`config.mk`:
```
export PLATFORM = sky130hd
export DESIGN_NAME = keypad_debounce_scheduler
export DESIGN_NICKNAME = d
export VERILOG_FILES = /design/src/rtl/keypad_debounce_scheduler.sv
export SDC_FILE = /design/constraint.sdc
export NUM_CORES = 1
export LEC_CHECK = 0
export BUFFER_PORTS_ARGS = -buffer_cell sky130_fd_sc_hd__buf_2
export CORE_ASPECT_RATIO = 0.7
export CORE_UTILIZATION = 38
export CTS_CLUSTER_DIAMETER = 60
export DETAILED_ROUTE_END_ITERATION = 7
export SYNTH_ARGS = -nofsm -noshare
export SYNTH_HDL_FRONTEND = slang
export SYNTH_SLANG_ARGS = --single-unit
```
`constraint.sdc`:
```
create_clock -name i_clk -period 4.55 [get_ports i_clk]
set_clock_uncertainty 0.2 [all_clocks]
set_input_delay 0.91 -clock i_clk [delete_from_list [all_inputs] [get_ports i_clk]]
set_output_delay 0.91 -clock i_clk [all_outputs]
set_load 0.1 [all_outputs]
```
`src/rtl/keypad_debounce_scheduler.sv`:
```
// Debounces N_KEYS raw panel buttons through one shared qualification timer,
// scanning round-robin and handing qualified presses to the control FSM via valid/ready.
module keypad_debounce_scheduler #(
  parameter int N_KEYS        = 4,
  parameter int IDX_W         = 2,
  parameter int STABLE_CYCLES = 8
) (
  input  logic              i_clk,
  input  logic              i_clear,
  input  logic [N_KEYS-1:0] i_key_raw,
  input  logic              i_key_ready,
  output logic              o_key_valid,
  output logic [IDX_W-1:0]  o_key_code,
  output logic [N_KEYS-1:0] o_key_held,
  output logic              o_busy
);

  localparam int CNT_W = (STABLE_CYCLES > 1) ? $clog2(STABLE_CYCLES) : 1;
  localparam logic [CNT_W-1:0] CNT_MAX = CNT_W'(STABLE_CYCLES - 1);
  localparam logic [IDX_W-1:0] IDX_MAX = IDX_W'(N_KEYS - 1);

  typedef enum logic [1:0] {SCAN, QUALIFY, REPORT} state_t;

  state_t            r_state, w_state_nxt;
  logic [N_KEYS-1:0] r_s1, r_s2;
  logic [N_KEYS-1:0] r_held, w_held_nxt;
  logic              r_valid, w_valid_nxt;
  logic [IDX_W-1:0]  r_code, w_code_nxt;
  logic [IDX_W-1:0]  r_ptr, w_ptr_nxt;
  logic [IDX_W-1:0]  r_cand, w_cand_nxt;
  logic [CNT_W-1:0]  r_cnt, w_cnt_nxt;

  logic [N_KEYS-1:0] w_diff;
  logic              w_found;
  logic [IDX_W-1:0]  w_hit;
  logic [IDX_W-1:0]  w_cand_inc;

  assign w_diff     = r_s2 ^ r_held;
  assign w_cand_inc = (r_cand == IDX_MAX) ? '0 : r_cand + 1'b1;

  // First key differing from its debounced level, searching upward from r_ptr with wrap.
  always_comb begin
    int               j;
    logic [IDX_W-1:0] idx;
    j       = 0;
    idx     = '0;
    w_found = 1'b0;
    w_hit   = '0;
    for (int k = 0; k < N_KEYS; k++) begin
      j   = (int'(r_ptr) + k) % N_KEYS;
      idx = IDX_W'(j);
      if (!w_found && w_diff[idx]) begin
        w_found = 1'b1;
        w_hit   = idx;
      end
    end
  end

  always_comb begin
    w_state_nxt = r_state;
    w_held_nxt  = r_held;
    w_valid_nxt = r_valid;
    w_code_nxt  = r_code;
    w_ptr_nxt   = r_ptr;
    w_cand_nxt  = r_cand;
    w_cnt_nxt   = r_cnt;
    case (r_state)
      SCAN: begin
        if (w_found) begin
          w_cand_nxt  = w_hit;
          w_cnt_nxt   = '0;
          w_state_nxt = QUALIFY;
        end
      end
      QUALIFY: begin
        if (!w_diff[r_cand]) begin
          w_state_nxt = SCAN;
          w_ptr_nxt   = w_cand_inc;
        end else if (r_cnt != CNT_MAX) begin
          w_cnt_nxt = r_cnt + 1'b1;
        end else begin
          w_held_nxt[r_cand] = r_s2[r_cand];
          // Only presses are reported; a release just updates the held level.
          if (r_s2[r_cand]) begin
            w_valid_nxt = 1'b1;
            w_code_nxt  = r_cand;
            w_state_nxt = REPORT;
          end else begin
            w_state_nxt = SCAN;
            w_ptr_nxt   = w_cand_inc;
          end
        end
      end
      REPORT: begin
        if (r_valid && i_key_ready) begin
          w_valid_nxt = 1'b0;
          w_state_nxt = SCAN;
          w_ptr_nxt   = w_cand_inc;
        end
      end
      default: w_state_nxt = SCAN;
    endcase
  end

  always_ff @(posedge i_clk) begin
    if (i_clear) begin
      r_s1    <= '0;
      r_s2    <= '0;
      r_held  <= '0;
      r_valid <= 1'b0;
      r_code  <= '0;
      r_ptr   <= '0;
      r_cand  <= '0;
      r_cnt   <= '0;
      r_state <= SCAN;
    end else begin
      r_s1    <= i_key_raw;
      r_s2    <= r_s1;
      r_held  <= w_held_nxt;
      r_valid <= w_valid_nxt;
      r_code  <= w_code_nxt;
      r_ptr   <= w_ptr_nxt;
      r_cand  <= w_cand_nxt;
      r_cnt   <= w_cnt_nxt;
      r_state <= w_state_nxt;
    end
  end

  assign o_key_valid = r_valid;
  assign o_key_code  = r_code;
  assign o_key_held  = r_held;
  assign o_busy      = (r_state != SCAN);

endmodule

```
# == After elaboration in Yosys (flattened, before gate mapping) ==
# Index checks and enable logic that the tools add are counted.
# Widths: inputs -> output; s select.
# totals
register_bits,24
output_inout_bits,8
elab_cells,97
# op_classes
add_sub_neg,5
magnitude_cmp,6
eq_ne,12
mux,44
n_bitwise,2
reduce_logical,19
# ops
cell,n
$mux 2,14
$lt 2x3->1 const B,5
$mux 1,15
$bmux 1 s2,6
$ne 2x2->1 const B,6
$reduce_and 4->1,3
$mux 3,3
$ne 3x3->1 const B,3
$pmux 2 s3,1
$pmux 3 s2,1
$reduce_and 3->1,2
$reduce_bool 2->1,3
$logic_and 1x1->1,5
$reduce_and 5->1,1
$add 2x1->2 const B,2
$add 2x2->2 const B,2
$bwmux 4,1
$eq 2x2->1 const B,2
$pmux 2 s2,1
$xor 4x4->4,1
$add 3x1->3 const B,1
$logic_not 1->1,3
$demux 1 s2,1
$eq 2x1->1 const B,1
other kinds (5),5

# == Depth between registers and ports, before layout ==
# depth
word_depth,15
mapped_depth,7

# == Worst setup path before layout ==
# Ideal clock, no wire load.
# synth_path
path_type,register -> register
from,"register r_held[0], in the netlist o_key_held[0]"
to,"register r_code[0], in the netlist o_key_code[0]"
t_arrival_ns,2.297
required_time_ns,4.222
path_slack_ns,1.925
path_stages_with_launch,6
synth_period_minus_slack_ns,2.625
path_cell_list,dfxtp_1 > xnor2_1 > mux4_2 > nor2_1 > mux2i_1 > nor2_1
# synth_via
elab_chain_len,4
# synth_rtl
element,line,rtl
"start, declared",26,"logic [N_KEYS-1:0] r_held, w_held_nxt;"
"start signal, assigned",119,r_held <= w_held_nxt;
$xor 4x4->4,38,assign w_diff = r_s2 ^ r_held;
$bmux 1 s2,76,if (!w_diff[r_cand]) begin
$mux 1 (implied by the code),76,
$reduce_and 4->1 (no source line),-,
"end signal, assigned",121,r_code <= w_code_nxt;
"end, declared",28,"logic [IDX_W-1:0] r_code, w_code_nxt;"
# No other way between the ends. The select of a mux whose other input is x is not followed.
# A chain may end at the register's enable or synchronous reset.

# == Worst setup path after layout ==
# layout_path
from,register r_state[0]
to,output o_busy
# layout_via
elab_chain_len,1
# layout_rtl
element,line,rtl
"start, declared",24,"state_t r_state, w_state_nxt;"
"start signal, assigned",125,r_state <= w_state_nxt;
$reduce_bool 2->1,132,assign o_busy = (r_state != SCAN);
"end, declared",15,output logic o_busy
# No other way between the ends.

==> impl_metrics.json <==
{
  "final_area_um2": 1290,
  "synth_top_area_cell": "dfxtp_1",
  "cp_max_fo": 5,
  "grt_remaining_overflow": 0,
  "vias": 881,
  "grt.total_usage_pct": 16.2,
  "placed_area_um2": 1240,
  "coreArea_um2": 2800,
  "area_growth_pct": 14.4,
  "grt_use_met2_pct": 22.8,
  "post_cts_resized": 0,
  "cts_tree": "yes",
  "dp_slack_ns": 2.44,
  "rsz0062_at_grt": "no",
  "cts_sinks": 24,
  "met3_usage_pct": 5.00,
  "holdCritPathClass": "flip-flop to flip-flop",
  "busiest_layer": "met2",
  "worst_pin_slew_ns": 0.520,
  "avgSynthCellArea_um2": 9.65,
  "hpwl_um": 1700,
  "place.gp.congestion": 0.879,
  "ctsHoldBuffers": 0,
  "dp_cells": 165,
  "portBuffers": 14,
  "grt_pass1_wl_um": 3580,
  "clkPwrFrac_pct": 35.8,
  "cellPowerDensity_nw_per_um2": 321,
  "synth_area_leaders": "dfxtp_1 (43%), ha_1 (6.7%), mux2i_1 (6.2%)",
  "synth_area_um2": 1130,
  "syn_nets": 130,
  "fillerInstances": 266,
  "synth_cell_types": 29,
  "pin_count": 15,
  "rr_startpoint": "r_cand[1]",
  "clock_path_buffers": 2,
  "hold_ws_ns": 0.238,
  "max_slew_margin_pct": 65.1,
  "fmax_ghz": 0.425,
  "diodes": 0,
  "start_util_pct": 40.3,
  "routed_wl_um": 2350,
  "p_seq_share_pct": 53.7,
  "drt_iter0_drc": 78,
  "p_int_mw": 0.309,
  "post_cts_buffers": 0,
  "drive_above_1_share_pct": 18.8,
  "antenna_found_initial": 0,
  "vias_per_cell": 5.21,
  "fin_nets": 147,
  "path_cells": "nor2_1 -> inv_1 -> buf_2",
  "die_area_um2": 3200,
  "critPathRequiredTime_ns": 3.44,
  "holdCritStartpoint": "r_s1[1]",
  "finalHoldViolations": 0,
  "worstPathArrival_ns": 1.24,
  "ctsRootBufferMaster": "clkbuf_8",
  "fin_crit_sh_pct": 51.7,
  "final_cells": 169,
  "drt_first_pass_iters": 4,
  "numCtsBuffers": 3,
  "grt_pass1_vias": 744,
  "slowest_stage": "buf_2",
  "htreeDepth": 1,
  "drv_slew": 0,
  "avgRoutedWirePerCell_um": 13.9,
  "netSwitchingFraction_pct": 25.5,
  "crit_type": "flip-flop to primary output",
  "synth_cells": 117,
  "cp-start-kind": "flip-flop",
  "cp_num_buf_inv": 2,
  "rows": 16,
  "combPwrFrac_pct": 10.5,
  "use_met1_pct": 22.5,
  "clock_latency_ns": 0.28,
  "ys_seq_elements": 24,
  "path_delay_family": "buffers and inverters",
  "peakVddDrop_v": 0.000160,
  "yosysWarnings": 0,
  "worst_slack_ns": 2.20,
  "setup_viol": 0,
  "grt_max_degree": 21,
  "yosysTopAreaCellShare_pct": 42.6,
  "tns_ns": 0,
  "cp_slowest_stage_delay_ns": 0.42,
  "status": "completed",
  "cts.clk_slew.worst_paths_ns": 0.09,
  "end_kind": "primary output",
  "seq_area_frac_synth_pct": 42.6,
  "p_switching_mw": 0.106,
  "final_antenna_net_count": 0,
  "die-width_um": 67.1,
  "drv_cap": 0,
  "drc_errors": 0,
  "chipHeight_um": 47.6,
  "final.min_clock_period_ns": 2.35,
  "crit_start": "r_state[0]",
  "p_leak_nw": 0.547
}
## power by group through the flow
stage	registers, mW	logic [mW]	clock network, mW
2_1_floorplan	0.226	0.0332	0
6_report	0.223	0.0436	0.148
3_3_place_gp	0.227	0.0426	0
4_1_cts	0.223	0.0432	0.150
5_1_grt	0.223	0.0474	0.156
3_5_place_dp	0.228	0.0428	0
## placed cells by master, fill, tap and decap left out, types with 2 or more instances in the layout
cell,count
o21ai_0,4
mux4_2,2
dfxtp_1,24
nor2b_1,9
nand3_1,8
nand3b_1,3
a21oi_1,7
xnor2_1,4
mux2i_1,7
ha_1,6
nand2b_1,2
nand2_1,9
inv_1,8
clkbuf_8,4
a32oi_1,2
nor2_1,7
buf_2,14
## cell families after synthesis
logic type	after synthesis	share of synthesized area (%)
adders and majority gates	6	6.65
AOI/OAI and AO/OA	19	11.9
and+or+nand+nor	44	21.5
DFF	24	42.6
muxes	9	10.2
xor gates and xnor gates	5	3.88
buffers and inverters	10	3.33
## cell usage after synthesis
library cell	n
nand2_1	9
mux4_2	2
and2b_2	1
inv_1	8
a21oi_1	7
nand3_1	8
ha_1	6
nand4b_1	1
o21ai_1	1
o31ai_4	1
nor2_2	1
nor3_4	1
or3_1	1
nor2_1	7
dfxtp_1	24
o221ai_1	1
xnor2_1	4
o21ai_0	4
nor2b_1	9
a32oi_1	2
xor2_1	1
nand3b_1	3
a21oi_2	1
o211a_1	1
mux2i_1	7
nor3_1	1
clkbuf_1	2
nand2b_1	2
o31ai_1	1
## metrics by stage
step | utilization, % | power [mW]
final | 46.1 | 0.415
after global routing | 46.1 | 0.427
after CTS | 46.1 | 0.416
after detailed placement | 44.1 | 0.270
after global placement | 44.1 | 0.270
after floorplan | - | 0.259
## layer usage
metal	share of wire, %	wire length [um]
met5	0	0
met4	1.9	44
met3	9.2	215
met2	42	995
met1	47	1090
## flip-flops by register name, indices dropped and copies added (netlist names)
| register | count |
|---|---|
| r_cand | 2 |
| r_s1 | 4 |
| r_ptr | 2 |
| r_s2 | 4 |
| r_cnt | 3 |
| r_state | 2 |
| o_key_held | 4 |
| o_key_code | 2 |
| o_key_valid | 1 |
## worst register-to-register path, delay by kind of cell, from the launching register on
family / cells / cell delay (ns)
flops: 1 / 0.45
mux: 1 / 0.62
compound gates: 3 / 0.46
simple gates: 1 / 0.32
## cell type report
cell class                 instances  area [um^2]  area share, %
multi-input combinational         83          611           47.3
sequential                        24          480           37.2
timing repair buffer              14         70.1           5.43
clock buffer                       4         55.1           4.26
tap                               36         45.0           3.49
inverter                           8         30.0           2.33
## final timing paths
| check | to | slack (ns) | cells after the start |
|---|---|---|---|
| hold reg to reg | r_s2[1] | 0.24 | 1 |
| setup / recovery | o_busy | 2.20 | 3 |
| hold / removal | r_s2[1] | 0.24 | 1 |
| setup reg to reg | r_ptr[0] | 2.44 | 5 |
Note: power is estimated with default switching activity, not from simulation.
